`src/rtl/spi_pkg.sv`:
```
// spi_pkg: shared types and defaults for the SPI receive path
// and the output FIFO that consumes its frames.
package spi_pkg;

  localparam int DSIZE          = 8;
  localparam int CLK_DIV        = 4;
  localparam int FRAME_BYTES    = 15;
  localparam int SPI_FRAME_BITS = DSIZE * FRAME_BYTES;

  typedef enum logic [2:0] {
    IDLE,
    SETUP,
    SHIFT_LO,
    SHIFT_HI,
    HOLD,
    GAP
  } spi_rx_state_t;

endpackage

```
`src/rtl/spi_miso_rx_if.sv`:
```
// spi_miso_rx_if: word handshake between the SPI receiver
// (master side) and the output FIFO (slave side).
interface spi_miso_rx_if #(
  parameter int DSIZE = spi_pkg::DSIZE
);

  logic [DSIZE-1:0] wdata;
  logic             wvalid;
  logic             wready;
  logic             frame_done;

  modport master (
    output wdata,
    output wvalid,
    output frame_done,
    input  wready
  );

  modport slave (
    input  wdata,
    input  wvalid,
    input  frame_done,
    output wready
  );

endinterface

```
`src/rtl/spi_sync2.sv`:
```
// spi_sync2: two-flop synchronizer, async active-low reset to 0.
// Used on miso when SPI_MISO_SYNC_EN is defined.
module spi_sync2 (
  input  logic clk,
  input  logic rst,
  input  logic d,
  output logic q
);

  logic meta;

  always_ff @(posedge clk or negedge rst) begin
    if (!rst) begin
      meta <= 1'b0;
      q    <= 1'b0;
    end else begin
      meta <= d;
      q    <= meta;
    end
  end

endmodule

```
`src/rtl/spi_miso_rx.sv`:
```
// spi_miso_rx: SPI mode-0 master receiver, fixed-length frames.
// Define SPI_MISO_SYNC_EN to put miso through spi_sync2.
module spi_miso_rx
  import spi_pkg::*;
#(
  parameter int DSIZE       = spi_pkg::DSIZE,
  parameter int CLK_DIV     = spi_pkg::CLK_DIV,
  parameter int FRAME_BYTES = spi_pkg::FRAME_BYTES,
  localparam int BCW        = $clog2(FRAME_BYTES + 1)
) (
  input  logic           clk,
  input  logic           rst,
  input  logic           start,
  input  logic           miso,
  output logic           sclk,
  output logic           cs_n,
  output logic           busy,
  output logic [BCW-1:0] byte_cnt,
  spi_miso_rx_if.master  wr
);

  localparam int DW = $clog2(CLK_DIV + 1);
  localparam int BW = $clog2(DSIZE);

  spi_rx_state_t    state;
  logic [DW-1:0]    div;
  logic [BW-1:0]    bit_cnt;
  logic [DSIZE-1:0] shift;
  logic             miso_s;
  logic             div_done;
  logic             word_full;
  logic             deliver;
  logic             last_word;
  logic [BCW-1:0]   cnt_next;

`ifdef SPI_MISO_SYNC_EN
  spi_sync2 u_sync (
    .clk (clk),
    .rst (rst),
    .d   (miso),
    .q   (miso_s)
  );
`else
  assign miso_s = miso;
`endif

  assign div_done  = (div == DW'(CLK_DIV - 1));
  // bit_cnt wraps to 0 on the DSIZE-th shift
  assign word_full = (state == SHIFT_HI) && div_done
                   && (bit_cnt == '0);
  assign deliver   = wr.wready
                   && (word_full || (state == HOLD));
  assign last_word = (byte_cnt == BCW'(FRAME_BYTES - 1));
  assign cnt_next  = (byte_cnt == BCW'(FRAME_BYTES))
                   ? byte_cnt
                   : byte_cnt + BCW'(1);

  always_ff @(posedge clk or negedge rst) begin
    if (!rst) begin
      state         <= IDLE;
      sclk          <= 1'b0;
      cs_n          <= 1'b1;
      busy          <= 1'b0;
      byte_cnt      <= '0;
      div           <= '0;
      bit_cnt       <= '0;
      shift         <= '0;
      wr.wdata      <= '0;
      wr.wvalid     <= 1'b0;
      wr.frame_done <= 1'b0;
    end else begin
      wr.wvalid     <= 1'b0;
      wr.frame_done <= 1'b0;
      div           <= div + DW'(1);
      unique case (state)
        IDLE: begin
          div <= '0;
          if (start) begin
            state    <= SETUP;
            cs_n     <= 1'b0;
            busy     <= 1'b1;
            byte_cnt <= '0;
            bit_cnt  <= '0;
          end
        end
        // one extra lead cycle between cs_n low and the first half-period
        SETUP: begin
          if (div == DW'(CLK_DIV)) begin
            state <= SHIFT_LO;
            div   <= '0;
          end
        end
        SHIFT_LO: begin
          if (div_done) begin
            state <= SHIFT_HI;
            div   <= '0;
            sclk  <= 1'b1;
            shift <= {shift[DSIZE-2:0], miso_s};
            bit_cnt <= (bit_cnt == BW'(DSIZE - 1))
                     ? '0
                     : bit_cnt + BW'(1);
          end
        end
        SHIFT_HI: begin
          if (div_done) begin
            sclk <= 1'b0;
            div  <= '0;
            if (bit_cnt != '0)
              state <= SHIFT_LO;
            else if (!wr.wready)
              state <= HOLD;
          end
        end
        HOLD: begin
          div <= '0;
        end
        GAP: begin
          if (div_done) begin
            state <= IDLE;
            busy  <= 1'b0;
            div   <= '0;
          end
        end
        default: begin
          state <= IDLE;
          div   <= '0;
        end
      endcase
      if (deliver) begin
        wr.wdata  <= shift;
        wr.wvalid <= 1'b1;
        byte_cnt  <= cnt_next;
        if (last_word) begin
          state         <= GAP;
          cs_n          <= 1'b1;
          wr.frame_done <= 1'b1;
        end else begin
          state <= SHIFT_LO;
        end
      end
    end
  end

endmodule

```
`src/flat_wrapper.sv`:
```
// flat-port wrapper written by rule: the top's interface ports become plain ports
module spi_miso_rx_flat import spi_pkg::*;
#(
  parameter int DSIZE       = spi_pkg::DSIZE,
  parameter int CLK_DIV     = spi_pkg::CLK_DIV,
  parameter int FRAME_BYTES = spi_pkg::FRAME_BYTES,
  localparam int BCW        = $clog2(FRAME_BYTES + 1)
)
  (clk, rst, start, miso, sclk, cs_n, busy, byte_cnt, wr_wdata, wr_wvalid, wr_frame_done, wr_wready);
  spi_miso_rx_if #(.DSIZE(DSIZE)) wr_i ();
  input  logic clk;
  input  logic rst;
  input  logic start;
  input  logic miso;
  output logic sclk;
  output logic cs_n;
  output logic busy;
  output logic [BCW-1:0] byte_cnt;
  output wire logic [$bits(wr_i.wdata)-1:0] wr_wdata;
  output wire logic [$bits(wr_i.wvalid)-1:0] wr_wvalid;
  output wire logic [$bits(wr_i.frame_done)-1:0] wr_frame_done;
  input wire logic [$bits(wr_i.wready)-1:0] wr_wready;
  assign wr_wdata = wr_i.wdata;
  assign wr_wvalid = wr_i.wvalid;
  assign wr_frame_done = wr_i.frame_done;
  assign wr_i.wready = wr_wready;
  spi_miso_rx #(.DSIZE(DSIZE), .CLK_DIV(CLK_DIV), .FRAME_BYTES(FRAME_BYTES)) u_core (.clk(clk), .rst(rst), .start(start), .miso(miso), .sclk(sclk), .cs_n(cs_n), .busy(busy), .byte_cnt(byte_cnt), .wr(wr_i));
endmodule
```
`config.mk`:
```
export PLATFORM = sky130hd
export DESIGN_NAME = spi_miso_rx_flat
export DESIGN_NICKNAME = d
export VERILOG_FILES = /design/src/rtl/spi_pkg.sv /design/src/rtl/spi_miso_rx_if.sv /design/src/rtl/spi_sync2.sv /design/src/rtl/spi_miso_rx.sv /design/src/flat_wrapper.sv
export SDC_FILE = /design/constraint.sdc
export NUM_CORES = 1
export LEC_CHECK = 0
export CAP_MARGIN = 20
export CORE_UTILIZATION = 44
export DETAILED_ROUTE_END_ITERATION = 7
export GPL_ROUTABILITY_DRIVEN = 0
export GPL_TIMING_DRIVEN = 0
export PLACE_DENSITY = 0.66
export SLEW_MARGIN = 20
export SYNTH_ARGS = -nofsm -noshare
export SYNTH_HDL_FRONTEND = slang
export SYNTH_HIERARCHICAL = 1
export SYNTH_SLANG_ARGS = --single-unit
```
`constraint.sdc`:
```
create_clock -name clk -period 2.8 [get_ports clk]
set_input_delay 0.84 -clock clk [delete_from_list [all_inputs] [get_ports clk]]
set_output_delay 0.84 -clock clk [all_outputs]
set_load 0.1 [all_outputs]
```
==> results.tsv, run 1 <==
metric	value	unit
status	finished clean	
endpoint_kind	output port	
clk_pin_slew	0.07	ns
critPathSlowestCell	clkdlybuf4s50_1	
syn_to_final_growth	24.43	%
grt_max_degree	21	
clockPowerShare	23.3	%
powerDensity	910.8	nW/um^2
startpoint_type	flop	
vias_per_cell	5.256	
seq_area_frac_synth	51.67	%
r2r_cells	7	
syn_area	1649	sq um
tightest_slew	0.9798	ns
synth_top_area_share	50.08	%
critPathBufInv	1	
synth_fp_nets	153	
skew	0.002933	ns
yosysWarnings	6	
grt_setup_unrepaired	no	
fin_crit_sh	97.71	%
cts.path.max_buffers	2	
synth_area_per_cell	11.86	sq um
swShare	39.93	%
synthCells	139	
cts-hold-fix-buffers	0	
pwr-share-seq	33.8	%
cts.sinks	34	
fin_crit	2.736	ns
hold_class	flop to flop	
tritoncts	yes	
grt_overflow	0	
path_cells	clkdlybuf4s50_1	
synthFlopType	dfrtp_1	
vias	1130	
synth_edf_count	0	
critPathTopFamily	buffers and inverters	
ys_ff_latch	34	
grt_pass1_wl	5306	um
grt.total_usage	17.33	%
dieArea	3997	sq um
async_flop_share	100.0	%
die_width	63.22	um
drive_above_1_share	21.89	%
p_switching	746.2	uW
yosysUniqueCellTypes	38	
numCtsBuffers	5	
antenna_found_initial	0	
core.rowCount	21	
path_max_fanout	5	
antenna_cells	0	
worst-path-stages	1	
drc_errors	0	
dp_hpwl	2187	um
cap_violations	0	
place_area	1939	sq um
final_max_slew_viol_count	0	
cp.arrival	1.90	ns
finalWirelength	2938	um
clock_latency	0.28	ns
p_leak	0.9976	nW
hold_path_depth	1	
pwr-share-comb	42.9	%
worstSetupPathType	flop to output port	
setup_viol	0	
htreeDepth	2	
grt_pass1_vias	1229	
max_freq	365.5	MHz
drt_iter0_markers	30	
total_power	1.869	mW
nets	182	
dr.pass1.iters	4	
core	3468	sq um
synth_most_common_cell	dfrtp_1	
finalHoldViolations	0	
cp.required	1.96	ns
io_pins	22	
peakVddDrop	0.0004715	V
start_util	47.55	%
synth_area_leader_cell	dfrtp_1	
postRouteAntennaNets	0	
cpPeakStageDelay	1.17	ns
fillers	317	
slew_headroom	34.47	%
die_h	63.22	um
power.internal	1.123	mW
synthTopCellsByArea	dfrtp_1, mux2_2, ha_1, inv_1, nand2_1	
synth_commonest_cells	dfrtp_1, mux2_2, inv_1	
wl_per_cell	13.67	um
portBuffers	21	
clock-root-buffer	clkbuf_8	
final_area	2052	sq um
setup_tns	0	ns
-- power groups by stage --
stage | registers, mW | logic (mW) | clock network, mW
after floorplan | 0.839 | 0.419 | 0
after global placement | 0.636 | 0.779 | 0
after detailed placement | 0.639 | 0.800 | 0
after CTS | 0.632 | 0.803 | 0.450
after global routing | 0.644 | 0.866 | 0.474
final | 0.632 | 0.801 | 0.436
-- layout by cell type (no fill, tap or decap), types with 2 or more instances in the layout --
| cell type | synthesis | final |
|---|---|---|
| mux2i_1 | 2 | 2 |
| buf_2 | 2 | 3 |
| o21ai_0 | 6 | 6 |
| nor2b_1 | 2 | 2 |
| clkdlybuf4s50_1 | 0 | 19 |
| ha_1 | 9 | 9 |
| a211oi_1 | 2 | 2 |
| a22o_1 | 3 | 3 |
| nand3_1 | 3 | 3 |
| a21oi_1 | 3 | 3 |
| inv_1 | 11 | 11 |
| nand2_1 | 10 | 10 |
| a21o_1 | 2 | 2 |
| buf_6 | 2 | 2 |
| mux2_2 | 16 | 16 |
| clkbuf_8 | 0 | 5 |
| o22ai_1 | 2 | 2 |
| nand3b_1 | 2 | 2 |
| nor3b_1 | 2 | 2 |
| nor2_1 | 6 | 6 |
| dfrtp_1 | 33 | 33 |
| nand2b_1 | 3 | 3 |
-- cells by family after synthesis --
kind of cell / synth area share, %
AO/OA/AOI/OAI: 11.38
adder cells (fa/ha/maj): 6.829
buffers and inverters: 4.932
flip-flops: 51.67
multiplexers: 13.05
AND/OR/NAND/NOR: 12.14
-- stage by stage --
| step | util [%] | hold WS, ns | std cells | worst slack (ns) |
|---|---|---|---|---|
| 2_1_floorplan | - | 0.4322 | 139 | 0.8183 |
| 3_3_place_gp | 55.27 | 0.4479 | 206 | 0.2163 |
| 3_5_place_dp | 55.92 | 0.4596 | 207 | 0.3279 |
| 4_1_cts | 59.09 | 0.4684 | 215 | 0.01319 |
| 5_1_grt | 59.16 | 0.4860 | 215 | 0.002400 |
| 6_report | 59.16 | 0.4645 | 215 | 0.06417 |
-- worst register-to-register path: stages (launching register included) --
cell	delay (ns)
dfrtp_1	0.37
ha_1	0.18
ha_1	0.29
nand3b_1	0.16
nor2_1	0.21
a21oi_1	0.13
or4_1	0.43
o21ai_1	0.12
-- final cells by class --
class	instances	area (sq um)	area share (%)
Timing Repair Buffer	22	235.2	11.46
Tap cell	46	57.56	2.805
Sequential cell	34	852.1	41.52
Inverter	11	41.29	2.012
Buffer	5	40.04	1.951
Multi-Input combinational cell	89	715.7	34.88
Clock buffer	6	72.57	3.537
Clock inverter	2	37.54	1.829
-- metal layers --
layer  vias to the layer above  routed length, um  GRT usage, %
li1                        544                  -             -
met2                        32               1377         26.61
met4                         0                 48         8.239
met5                         -                  0             0
met3                         5                196         7.065
met1                       549               1315         21.10
-- state kept, by name, indices dropped and copies added (netlist names) --
register / cells
u_core/byte_cnt: 4
u_core/sclk: 1
u_core/bit_cnt: 3
u_core/div: 3
u_core/wr.frame_done: 1
u_core/cs_n: 1
u_core/state: 3
u_core/busy: 1
u_core/wr.wdata: 8
u_core/wr.wvalid: 1
u_core/shift: 8
-- worst paths after layout --
kind	slack, ns	startpoint	to
max	0.06	u_core/byte_cnt[0]	byte_cnt[0]
min	0.46	u_core/div[0]	u_core/div[0]
max reg2reg	0.84	u_core/div[0]	u_core/bit_cnt[0]
min reg2reg	0.46	u_core/div[0]	u_core/div[0]
max in group asynchronous	1.82	rst	u_core/cs_n
min in group asynchronous	0.48	rst	u_core/busy
-- what timing repair did --
action / CTS / global route
setup endpoints to repair: 0 / 1
setup buffers: 0 / 0
gates resized for setup: 0 / 1
Power figures use the tool's default switching activity.
==> run 2: changes to the inputs <==
--- a/config.mk
+++ b/config.mk
@@ -8,2 +8,3 @@
 export CAP_MARGIN = 20
+export CORE_MARGIN = 2
 export CORE_UTILIZATION = 44
==> constraint.sdc (replaced) <==
create_clock -name clk -period 2.8 [get_ports clk]
set_input_delay 0.56 -clock clk [delete_from_list [all_inputs] [get_ports clk]]
set_output_delay 0.56 -clock clk [all_outputs]
set_load 0.1 [all_outputs]
==> run 2 against run 1 <==
Effect of this change:
- wire length is 1.2% higher
- total power is 3.7% lower
- sequential power is essentially flat
- combinational power up 0.5%
- hold slack lost 0.28 ns
- critical path depth unchanged
- flip-flop and latch count stayed put
- sequential share of layout area increased by 0.38 points
- first-iteration DRC count rose by 93%
- die area increased by 6.4%
- via count up 2.7%
- clock power down 17%
- largest cell class unchanged
- largest power group unchanged
- highest routed layer unchanged
==> results.tsv, run 2 (synthesized netlist as in run 1, its figures left out) <==
metric	value	unit
status	finished clean	
cp.arrival	1.93	ns
clock_latency	0.28	ns
stdcell_count	217	
critPathSlowestCell	clkdlybuf4s50_1	
path_cells	clkdlybuf4s50_1	
grt.met1_usage	19.22	%
syn_to_final_growth	23.29	%
peakVddDrop	0.0005774	V
clk_pin_slew	0.06	ns
post-cts-setup-buffers	0	
vias_per_cell	5.346	
dp_hpwl	2222	um
fillers	325	
cts.sinks	34	
postRouteAntennaNets	0	
cap_violations	0	
io_pins	22	
start_util	45.39	%
slew_headroom	34.60	%
die_h	65.22	um
cpPeakStageDelay	1.12	ns
finalHoldViolations	0	
use_met3	5.479	%
gr-usage-met2	28.06	%
grt.total_usage	16.66	%
tightest_slew	0.9780	ns
drive_above_1_share	21.89	%
dieArea	4254	sq um
dr.pass1.iters	4	
fin_crit	2.493	ns
finalWirelength	2974	um
reg_top3	u_core/shift (8), u_core/wr.wdata (8), u_core/byte_cnt (4)	
utilization	55.96	%
vias	1160	
critPathTopFamily	buffers and inverters	
startpoint_type	flop	
place_area	1942	sq um
final_area	2033	sq um
r2r_cells	6	
cts.path.max_buffers	2	
worst-path-stages	1	
final_common_cell	dfrtp_1	
post_cts_resized	0	
drt_iter0_markers	58	
grt_setup_unrepaired	no	
grt_pass1_vias	1241	
fin_crit_sh	89.02	%
htreeDepth	2	
skew	0.002398	ns
regArea	852.1	sq um
cp.required	2.24	ns
dp_cells	209	
antenna_found_initial	0	
die_width	65.22	um
max_freq	401.2	MHz
setup_viol	0	
p_leak	0.9756	nW
total_power	1.800	mW
tritoncts	yes	
grt_max_degree	22	
critPathBufInv	1	
wl_per_cell	13.71	um
layout_common_cells	dfrtp_1, clkdlybuf4s50_1, mux2_2	
worstSetupPathType	flop to output port	
powerDensity	885.2	nW/um^2
multi_input_area	715.7	sq um
grt_pass1_wl	5395	um
grt_overflow	0	
core	3633	sq um
drc_errors	0	
nets	182	
numCtsBuffers	5	
cts-hold-fix-buffers	0	
path_max_fanout	2	
final_max_slew_viol_count	0	
portBuffers	21	
endpoint_kind	output port	
setup_tns	0	ns
hold_class	input pin to asynchronous set/reset pin	
clock-root-buffer	clkbuf_8	
core.rowCount	22	
antenna_cells	0	
top_usage_layer	met2	
==> run 2: cell types whose count changed in the layout (fill, tap and decap cells not counted), sizes merged <==
cell           delta
bufinv            -1
clkbuf            +1
clkdlybuf4s50     +1
clkinv            +1
clkinvlp          -1
dlymetal6s2s      -1
==> run 2: area by class of cell <==
cell class / count / area share [%]
flip-flops and latches: 34 / 41.91
multi-input cells: 89 / 35.20
repair buffers: 22 / 11.45
clock buffers: 7 / 4.246
well taps: 48 / 2.954
inverters: 11 / 2.031
plain buffers: 5 / 1.969
clock inverters: 1 / 0.2462
==> run 2: report_power, final <==
| group | internal [mW] | switching [mW] | leakage (nW) |
|---|---|---|---|
| sequential | 0.572 | 0.0583 | 0.454 |
| combinational | 0.287 | 0.518 | 0.473 |
| clock | 0.198 | 0.166 | 0.0482 |
==> run 2: path summary, 6_finish.rpt <==
path | to | start | slack [ns]
worst min register to register | u_core/div[0] | u_core/div[0] | 0.46
worst min-delay path | u_core/state[1] | rst | 0.18
worst max-delay path | cs_n | u_core/cs_n | 0.31
worst max register to register | u_core/shift[2] | u_core/div[0] | 0.81
min in group clk | u_core/div[0] | u_core/div[0] | 0.46
max in group asynchronous | u_core/cs_n | rst | 2.12
==> run 2: through the flow <==
stage | setup slack (ns) | hold WS [ns]
after floorplan | 0.8183 | 0.2644
after global placement | 0.5021 | 0.4479
after detailed placement | 0.6044 | 0.4609
after CTS | 0.2877 | 0.1868
after global routing | 0.2759 | 0.1952
final | 0.3073 | 0.1817
==> run 2: per-layer routing <==
metal,vias to the layer above,part of all wire (%)
li1,549,-
met1,574,42
met2,31,50
met3,6,5.9
met4,0,1.8
met5,-,0
==> run 3: changes to the inputs <==
- RECOVER_POWER: default -> 100
==> run 3 against run 2 <==
Effect of this change:
- final area shrank 2.6%
- critical path type unchanged
- total power is 2.3% lower
- global-route usage unchanged
- largest cell class unchanged
- clock skew about the same
- core utilization decreased by 1.4 points
- sequential power is essentially flat
- count of clock-buffer cells in the layout is the same
- non-clock buffer count unchanged
- critical endpoint unchanged
==> results.tsv, run 3 (synthesized netlist as in run 1, its figures left out) <==
metric	value	unit
dp_hpwl	2222	um
layout_common_cells	dfrtp_1, dlygate4sd3_1, mux2_2	
nets	182	
portBuffers	21	
r2r_cells	7	
path_max_fanout	2	
post-cts-setup-buffers	0	
drc_errors	0	
post_cts_resized	0	
slew_headroom	27.82	%
grt_pass1_vias	1241	
r2r_start	u_core/div[0]	
whs	0.3077	ns
postRouteAntennaNets	0	
final_common_cell	dfrtp_1	
clock-root-buffer	clkbuf_8	
cpPeakStageDelay	1.19	ns
r2r_end	u_core/byte_cnt[0]	
reg_top3	u_core/shift (8), u_core/wr.wdata (8), u_core/byte_cnt (4)	
critPathBufInv	1	
wl_per_cell	13.74	um
grt_overflow	0	
hold_class	input pin to asynchronous set/reset pin	
crit_end	cs_n	
clk_pin_slew	0.06	ns
critPathTopFamily	buffers and inverters	
fillers	333	
start_util	45.39	%
setup_tns	0	ns
antenna_found_initial	0	
final_max_slew_viol_count	0	
p_leak	0.9909	nW
die_width	65.22	um
numCtsBuffers	5	
tightest_slew	1.083	ns
finalWirelength	2982	um
dieArea	4254	sq um
peakVddDrop	0.0005673	V
cts.sinks	34	
vias_per_cell	5.373	
worstSetupStartpoint	u_core/cs_n	
total_power	1.759	mW
cts-hold-fix-buffers	0	
setup_viol	0	
cts.path.max_buffers	2	
clock_latency	0.28	ns
die_h	65.22	um
reg2reg_slack	0.43	ns
syn_to_final_growth	20.11	%
grt.total_usage	16.66	%
drive_above_1_share	17.16	%
cp.arrival	2.00	ns
core.rowCount	22	
htreeDepth	2	
fin_crit_sh	91.53	%
path_cells	dlygate4sd3_1	
finalWorstSetupSlack	0.2373	ns
fin_crit	2.563	ns
tritoncts	yes	
max_freq	390.2	MHz
startpoint_type	flop	
status	finished clean	
powerDensity	888.0	nW/um^2
antenna_cells	0	
core	3633	sq um
cp.required	2.24	ns
skew	0.002758	ns
cap_violations	0	
endpoint_kind	output port	
grt_max_degree	22	
dr.pass1.iters	4	
critPathSlowestCell	dlygate4sd3_1	
vias	1166	
worst-path-stages	1	
place_ws	0.6044	ns
worstSetupPathType	flop to output port	
grt_setup_unrepaired	no	
grt_pass1_wl	5395	um
finalHoldViolations	0	
io_pins	22	
drt_iter0_markers	84	
[run 3: how the worst min path moves through the flow]
stage | start | endpoint | cells after the start | slack [ns]
after floorplan | rst | u_core/bit_cnt[0] | 0 | 0.26
after CTS | rst | u_core/state[1] | 1 | 0.19
final | rst | u_core/state[1] | 1 | 0.31
after global placement | u_core/div[0] | u_core/div[0] | 1 | 0.45
after detailed placement | u_core/div[0] | u_core/div[0] | 1 | 0.46
after global routing | rst | u_core/state[0] | 1 | 0.37
[run 3: routing by layer]
metal | up-vias | wire length (um) | GRT usage (%)
met5 | - | 0 | 0
met4 | 0 | 53 | 7.552
met3 | 6 | 159 | 5.479
met2 | 29 | 1475 | 28.06
met1 | 588 | 1293 | 19.22
li1 | 543 | - | -
[run 3: area by class of cell]
| type | instances | area, sq um | share of cell area [%] |
|---|---|---|---|
| Clock inverter | 1 | 5.005 | 0.2527 |
| Clock buffer | 7 | 86.33 | 4.359 |
| Sequential cell | 34 | 852.1 | 43.02 |
| Tap cell | 48 | 60.06 | 3.032 |
| Multi-Input combinational cell | 89 | 696.9 | 35.19 |
| Buffer | 5 | 31.28 | 1.579 |
| Inverter | 11 | 41.29 | 2.085 |
| Timing Repair Buffer | 22 | 207.7 | 10.49 |
[run 3: metrics by stage]
step / instances / instance area (sq um) / utilization (%)
detailed placement: 209 / 1942 / 53.44
floorplan: 139 / 1649 / -
global placement: 208 / 1919 / 52.82
CTS: 217 / 2033 / 55.96
finish: 217 / 1981 / 54.51
global route: 217 / 1981 / 54.51
[run 3: report_power, final]
part | switching, mW | leakage [nW] | internal, mW
sequential | 0.0551 | 0.454 | 0.572
combinational | 0.512 | 0.488 | 0.254
clock | 0.167 | 0.0482 | 0.198
total | 0.735 | 0.991 | 1.02
